--- config.mk ---
export PLATFORM = sky130hd
export DESIGN_NAME = fc_layer_stream
export DESIGN_NICKNAME = d
export VERILOG_FILES = /design/src/rtl/fc_layer_stream.sv
export SDC_FILE = /design/constraint.sdc
export NUM_CORES = 2
export LEC_CHECK = 0
export CAP_MARGIN = 20
export CORE_MARGIN = 3
export CORE_UTILIZATION = 63
export CTS_CLUSTER_DIAMETER = 50
export DETAILED_ROUTE_END_ITERATION = 10
export HOLD_SLACK_MARGIN = 0.12
export PLACE_DENSITY = 0.8
export SYNTH_ARGS = -nofsm -noshare
export SYNTH_HDL_FRONTEND = slang
export SYNTH_SLANG_ARGS = --single-unit
--- constraint.sdc ---
create_clock -name clk -period 8.6 [get_ports clk]
set_input_delay 1.72 -clock clk [delete_from_list [all_inputs] [get_ports clk]]
set_output_delay 1.72 -clock clk [all_outputs]
set_load 0.03 [all_outputs]
--- src/rtl/fc_layer_stream.sv ---
// Streaming fully-connected layer y = sat((W*x + b) >>> FRAC) with P MAC lanes.
// Define FC_LAYER_RELU_EN to clamp each stored result at zero.
module fc_layer_stream #(
  parameter int M    = 4,
  parameter int N    = 8,
  parameter int T    = 16,
  parameter int P    = 2,
  parameter int FRAC = 0,
  localparam int AW  = (M * N > 1) ? $clog2(M * N) : 1,
  localparam int BW  = (M > 1) ? $clog2(M) : 1
) (
  input  logic                clk,
  input  logic                reset,
  input  logic                s_valid,
  output logic                s_ready,
  input  logic signed [T-1:0] s_data,
  output logic                m_valid,
  input  logic                m_ready,
  output logic signed [T-1:0] m_data,
  input  logic                w_wr_en,
  input  logic [AW-1:0]       w_addr,
  input  logic signed [T-1:0] w_data,
  input  logic                b_wr_en,
  input  logic [BW-1:0]       b_addr,
  input  logic signed [T-1:0] b_data,
  output logic                busy
);

  localparam int G    = M / P;
  localparam int CW   = (N > 1) ? $clog2(N) : 1;
  localparam int GW   = (G > 1) ? $clog2(G) : 1;
  localparam int ACCW = 2 * T + $clog2(N + 1);

  if (P < 1 || P > M || (M % P) != 0) begin : g_bad_p
    $error("fc_layer_stream: P must divide M and satisfy 1 <= P <= M");
  end

  typedef enum logic [2:0] {
    S_IDLE,
    S_LOAD_X,
    S_MAC,
    S_WB,
    S_OUT
  } state_t;

  state_t state_q, state_d;

  logic [CW-1:0] xi_q, xi_d;
  logic [CW-1:0] col_q, col_d;
  logic [GW-1:0] grp_q, grp_d;
  logic [BW-1:0] out_q, out_d;

  logic signed [ACCW-1:0] acc_q [P];
  logic signed [ACCW-1:0] acc_d [P];

  logic signed [T-1:0] w_q [M*N];
  logic signed [T-1:0] w_d [M*N];
  logic signed [T-1:0] b_q [M];
  logic signed [T-1:0] b_d [M];
  logic signed [T-1:0] x_q [N];
  logic signed [T-1:0] x_d [N];
  logic signed [T-1:0] y_q [M];
  logic signed [T-1:0] y_d [M];

  logic [BW-1:0]          row  [P];
  logic [AW-1:0]          widx [P];
  logic signed [ACCW-1:0] prod [P];
  logic signed [ACCW-1:0] bext [P];
  logic signed [ACCW-1:0] sh   [P];
  logic signed [T-1:0]    res  [P];

  logic x_last, col_last, grp_last, out_last;

  assign x_last   = (xi_q == CW'(N - 1));
  assign col_last = (col_q == CW'(N - 1));
  assign grp_last = (grp_q == GW'(G - 1));
  assign out_last = (out_q == BW'(M - 1));

  always_ff @(posedge clk) begin
    if (reset) begin
      state_q <= S_IDLE;
      xi_q    <= '0;
      col_q   <= '0;
      grp_q   <= '0;
      out_q   <= '0;
      for (int p = 0; p < P; p++) acc_q[p] <= '0;
    end else begin
      state_q <= state_d;
      xi_q    <= xi_d;
      col_q   <= col_d;
      grp_q   <= grp_d;
      out_q   <= out_d;
      acc_q   <= acc_d;
    end
  end

  // Buffers survive reset; only explicit writes change W and b.
  always_ff @(posedge clk) begin
    w_q <= w_d;
    b_q <= b_d;
    x_q <= x_d;
    y_q <= y_d;
  end

  always_comb begin
    state_d = state_q;
    case (state_q)
      S_IDLE:
        if (s_valid) state_d = (N == 1) ? S_MAC : S_LOAD_X;
      S_LOAD_X:
        if (s_valid && x_last) state_d = S_MAC;
      S_MAC:
        if (col_last) state_d = S_WB;
      S_WB:
        state_d = grp_last ? S_OUT : S_MAC;
      S_OUT:
        if (m_ready && out_last) state_d = S_IDLE;
      default:
        state_d = S_IDLE;
    endcase
  end

  always_comb begin
    s_ready = (state_q == S_IDLE) || (state_q == S_LOAD_X);
    m_valid = (state_q == S_OUT);
    busy    = (state_q != S_IDLE);
    m_data  = (state_q == S_OUT) ? y_q[out_q] : '0;
  end

  // Lane p serves row grp*P+p; full-precision product then saturate.
  always_comb begin
    for (int p = 0; p < P; p++) begin
      row[p]  = BW'(32'(grp_q) * P + p);
      widx[p] = AW'(32'(row[p]) * N + 32'(col_q));
      prod[p] = ACCW'(w_q[widx[p]]) * ACCW'(x_q[col_q]);
      bext[p] = ACCW'(b_q[row[p]]);
      sh[p]   = acc_q[p] >>> FRAC;
      if (sh[p] > $signed({{(ACCW-T+1){1'b0}}, {(T-1){1'b1}}}))
        res[p] = {1'b0, {(T-1){1'b1}}};
      else if (sh[p] < $signed({{(ACCW-T+1){1'b1}}, {(T-1){1'b0}}}))
        res[p] = {1'b1, {(T-1){1'b0}}};
      else
        res[p] = sh[p][T-1:0];
`ifdef FC_LAYER_RELU_EN
      if (res[p][T-1]) res[p] = '0;
`endif
    end
  end

  always_comb begin
    xi_d  = xi_q;
    col_d = col_q;
    grp_d = grp_q;
    out_d = out_q;
    acc_d = acc_q;
    w_d   = w_q;
    b_d   = b_q;
    x_d   = x_q;
    y_d   = y_q;
    case (state_q)
      S_IDLE: begin
        if (w_wr_en && 32'(w_addr) < M * N) w_d[w_addr] = w_data;
        if (b_wr_en && 32'(b_addr) < M) b_d[b_addr] = b_data;
        if (s_valid) begin
          x_d[0] = s_data;
          xi_d   = (N == 1) ? '0 : CW'(1);
        end
      end
      S_LOAD_X:
        if (s_valid) begin
          x_d[xi_q] = s_data;
          xi_d      = x_last ? '0 : xi_q + 1'b1;
        end
      S_MAC: begin
        for (int p = 0; p < P; p++)
          acc_d[p] = ((col_q == '0) ? bext[p] : acc_q[p]) + prod[p];
        col_d = col_last ? '0 : col_q + 1'b1;
      end
      S_WB: begin
        for (int p = 0; p < P; p++) y_d[row[p]] = res[p];
        grp_d = grp_last ? '0 : grp_q + 1'b1;
      end
      S_OUT:
        if (m_ready) out_d = out_last ? '0 : out_q + 1'b1;
      default: ;
    endcase
  end

endmodule

## Word-level counts from Yosys, hierarchy flattened

Index checks and enable logic that the tools add are counted.

- Latch bits: 0
- RAM bits: 0
- ROM bits: 0
- Output and inout bits: 19
- Register bits after elaboration: 852
- Memories kept: 0
- Word-level logic and storage cells: 178

- Order comparisons: 18
- Div/mod/pow operators: 0
- Reduce and logical (&&, ||, !) cells: 18
- Add/sub/neg operators: 9
- Shifts and indexed selects: 0
- Multiply operators: 2
- Equality and inequality tests: 12
- Mux-type cells: 55
- Bitwise gates (word level): 9

Operator list:

| kind | number |
|---|---|
| 512-bit bitwise mux | 1 |
| 16-bit 2-to-1 mux | 23 |
| 64-bit bitwise mux | 3 |
| 16-bit binary-select mux with 5-bit select | 2 |
| 128-bit bitwise mux | 1 |
| 128-bit 2-to-1 mux | 1 |
| 16-bit binary-select mux with 2-bit select | 3 |
| 16-bit demux with 2-bit select | 3 |
| 16-bit demux with 5-bit select | 1 |
| 36-bit by 32-bit adder with 36-bit output | 2 |
| 36-bit by 16-bit > comparator with 1-bit output (second input constant) | 2 |
| 36-bit by 16-bit < comparator with 1-bit output (second input constant) | 2 |
| 36-bit 2-to-1 mux | 2 |
| 16-bit by 16-bit multiplier with 32-bit output | 2 |
| 16-bit binary-select mux with 3-bit select | 1 |
| 16-bit demux with 3-bit select | 1 |
| 16-bit one-hot mux with 2 select lines | 1 |
| 3-bit 2-to-1 mux | 8 |
| 6-bit >= comparator (second input constant) | 3 |
| 5-bit inverter with 6-bit output | 3 |
| 3-bit one-hot mux with 5 select lines | 1 |
| 3-bit >= comparator (second input constant) | 4 |
| 2-bit inverter with 3-bit output | 4 |
| 5-bit by 3-bit adder with 5-bit output | 2 |
| 25 further kinds | 47 |

## Logic depth before layout (Yosys ltp)

- Word-level depth: 8
- Mapped depth: 33
- Mapped depth without buffers: 27

## Least setup slack after synthesis

OpenSTA, ideal clock, no wires.

- Kind: register to register
- From: reg col_q[0]
- To: reg acc_q[34] (netlist name)
- Slack: 1.024 ns
- Arrival: 7.459 ns
- Period minus slack after synthesis: 7.576 ns
- Stages on the path, launching flop included: 29
- Setup time: 0.117 ns
- Cell sequence: dfxtp_1 buf_6 buf_6 buf_6 buf_2 mux4_2 mux2_2 o21ai_1 nor2_1 fa_1 inv_1 fa_1 fa_1 fa_1 inv_1 fa_1 inv_1 fa_1 inv_1 ha_1 a21oi_1 o22ai_1 a41oi_1 o211ai_2 nor4b_2 o2111ai_1 a21oi_1 or3_1 a32o_1

- Cells in the longest elaborated chain, start to end: 7
- Elaborated cells between the ends (all ways): 13

RTL lines:

| element | RTL line | text |
|---|---|---|
| start, declared | 49 | `logic [CW-1:0] col_q, col_d;` |
| start signal, assigned | 90 | `col_q <= col_d;` |
| 5-bit by 3-bit adder with 5-bit output | 134 | `widx[p] = AW'(32'(row[p]) * N + 32'(col_q));` |
| 5-bit inverter with 6-bit output (not written as such) | 135 | `prod[p] = ACCW'(w_q[widx[p]]) * ACCW'(x_q[col_q]);` |
| 16-bit binary-select mux with 5-bit select | 135 |  |
| 16-bit 2-to-1 mux (not written as such) (2 in series) | 135 |  |
| 16-bit by 16-bit multiplier with 32-bit output | 135 |  |
| 36-bit by 32-bit adder with 36-bit output (*) | 176 | `acc_d[p] = ((col_q == '0) ? bext[p] : acc_q[p]) + prod[p];` |
| end signal, assigned | 93 | `acc_q <= acc_d;` |
| end, declared | 53 | `logic signed [ACCW-1:0] acc_q [P];` |

Every way passes the cells marked *; elsewhere a longest branch is shown, timed or not. The select of a mux whose other input is x is not followed.
A chain may end at the register's enable or synchronous reset.

## Final worst setup path

Same ends and word-level chain as after synthesis.

==> metrics <==
vias in the first global route=38,291; min Tclk post-route=8.250 ns; Least-Margin Pin Slew=1.146 ns; via count=35,247; fin area=0.06244 sq mm; Rel. slew slack=23.35%; largest net degree at the start of global routing=61; PD cells=340.7 mW/mm^2; Cell Area, Synth=0.05667 sq mm; footprint of the multi-input gates=0.02837 sq mm; layout cells sized above 1=11.88%; synth warn=0; number of max-cap violations=0; clk sink count=852; RSZ-0062 raised after global routing=no; wire per inst=24.96 um; CTS H-tree depth=3; Mapped Cells=4,367; crit-path leading delay family=adder cells; f_max=121.2 MHz; # hold bufs at CTS=0; setup_tns=0 ns; row count=109; Arr. time, crit path=8.81 ns; most numerous cell in the Yosys netlist=edfxtp_1; root buffer cell=clkbuf_16; EDFF count, synth=768; met1 Use GR=39.12%; die area=0.09359 sq mm; I/O pin cnt=80; sequential share of the synthesized area=43.66%; Slew Limit Fails=0; Initial Util=63.83%; final period utilization=95.93%; clk slew on worst S/H paths=0.06 ns; ys async rst share=0%; Synth top cells by count=edfxtp_1, inv_1, fa_1; register area=0.02476 sq mm; CP peak stage delay=0.79 ns; met3 Track Usage GR=6.693%; Final setup viols=0; number of routed nets with antenna violations=0; global-route congestion overflow total=0; vias per inst=6.152; Final HPWL DP=95.80 mm; post-synthesis cell type count=79; ys flop type=edfxtp_1; first-pass detailed-route iteration total=8; top-area cell type share of the netlist area=40.70%; Buf/Inv on CP=5; startpoint types=register; buffer depth of the longest clock path=3; DRC Markers=0; clock skew=0.03168 ns; GPL Wtd Cong=0.9197; DP Area=0.05925 sq mm; final hold viol count=0; synthesis-to-layout area growth=10.19%; FILL cells=5,596; critical path peak fanout=16; Die H=305.9 um; Area contributors post-synth=edfxtp_1, fa_1, mux4_2; Max VDD drop=0.3920 mV; P_leak=24.73 nW; critical path's most frequent cell=fa_1; initial antenna violation count=2; Die Wd=305.9 um; DR iter-0 viols=3,365; CP Cell Sequence=buf_4, mux4_2, mux4_2, nor2b_1, fa_1, inv_1, fa_1, fa_1, inv_1, fa_1, fa_1, inv_1, fa_1, inv_1, ha_1, and4_1, o211ai_1, o21bai_1, o211ai_2, nor4b_2, o2111ai_1, a21oi_1, o21ai_0, a32o_1; GR peak layer=met2; number of buffers inserted by port buffering=79; WP data required=9.16 ns; slowest stage cell, crit path=mux4_2; critical path class=reg -> reg; Clock Latency Late Sink=0.67 ns; WL final=143.0 mm; CTS tree=built; run status=finished, final reports clean; worst hold-check path type=reg -> reg; all-layer global routing usage=31.23%; synthesis-stage register bit count=852; nets@finish=5,401; core area=0.08878 sq mm; crit end category=register; leading area contributor after synthesis=edfxtp_1; CTS buffer count=89; Net Count, Synth=5,276; first-pass GRT wire length=221.1 mm; Mapped Avg Cell Area=12.98 sq um; grt met2 use=52.16%
## cells in the final DEF (no fill, tap or decap), drive strengths merged, types with 21 or more instances in the layout
cell           synthesis  layout
a21o                  23      23
a21oi                101     101
and2                  31      31
and3                  23      23
buf                   89     143
clkbuf               100     115
clkdlybuf4s50          0      78
clkinv                 1      31
dfxtp                 84      84
edfxtp               768     768
fa                   628     628
ha                   220     220
inv                  739     749
mux2                  21      21
mux2i                 58      58
mux4                 196     196
nand2                409     409
nand2b                54      54
nand3                 25      25
nor2                 247     247
nor2b                151     151
o21a                  53      53
o21ai                106     106
xnor2                 35      35
xor2                  22      22
## final timing paths
path,start,to,slack (ns),cells after the start
setup / recovery,col_q[0]$_SDFFE_PP0P_,acc_q[34]$_SDFFE_PP0P_,0.35,24
hold / removal,acc_q[36]$_SDFFE_PP0P_,acc_q[36]$_SDFFE_PP0P_,0.47,2
setup reg to reg,col_q[0]$_SDFFE_PP0P_,acc_q[34]$_SDFFE_PP0P_,0.35,24
hold reg to reg,acc_q[36]$_SDFFE_PP0P_,acc_q[36]$_SDFFE_PP0P_,0.47,2
## registers in the layout, summed over array words and instances, names as in the netlist
register,count
y_q,64
state_q,3
xi_q,3
out_q,2
x_q,128
col_q,3
w_q,512
b_q,64
acc_q,72
grp_last,1
## cell families after synthesis
| kind of cell | after synthesis | synth area share (%) |
|---|---|---|
| compound gates | 368 | 4.080 |
| fa+ha+maj | 848 | 27.04 |
| mux | 275 | 9.238 |
| flops | 852 | 43.66 |
| simple gates | 1037 | 8.562 |
| xor+xnor | 57 | 0.8809 |
| buf+inv | 930 | 6.533 |
## cell type report
| type | instances | area share [%] |
|---|---|---|
| multi-input combinational | 2585 | 45.43 |
| sequential | 852 | 39.65 |
| inverter | 740 | 4.448 |
| clock buffer | 112 | 3.753 |
| timing repair buffer | 224 | 3.635 |
| tap | 1165 | 2.334 |
| clock inverter | 48 | 0.7374 |
| antenna | 3 | 0.01202 |
## timing repair
action                     4_1_cts  5_1_grt
resized for setup                0        1
buffers inserted                 0        1
setup endpoints to repair        0        5
## stage by stage
stage          hold slack, ns  util, %  power, mW  std cells  setup slack [ns]
3_5_place_dp           0.4655    66.74      17.34       5549            0.3275
5_1_grt                0.4909    70.33      23.23       5728           0.03461
6_report               0.4730    70.33      21.27       5729            0.3498
2_1_floorplan          0.4419        -      14.77       4367             1.024
3_3_place_gp           0.4533    66.72      17.02       5548            0.5290
4_1_cts                0.4735    69.90      21.11       5709            0.2619
## power by group
group	internal (mW)	switching [mW]	total, mW
sequential	4.53	0.00983	4.54
combinational	5.54	7.46	13.0
clock	2.08	1.65	3.73
## metal layers
layer / up-vias / routed length (um)
met3: 479 / 13580
met1: 17826 / 51190
met2: 2062 / 70750
li1: 14880 / -
met5: - / 0
met4: 0 / 7477
## worst min-delay path: stages, from the launching register on
cell and delay, ns:
dfxtp_1 0.32, nand2_1 0.06, a21oi_1 0.05
No activity file was read; power rests on OpenSTA's default activity.
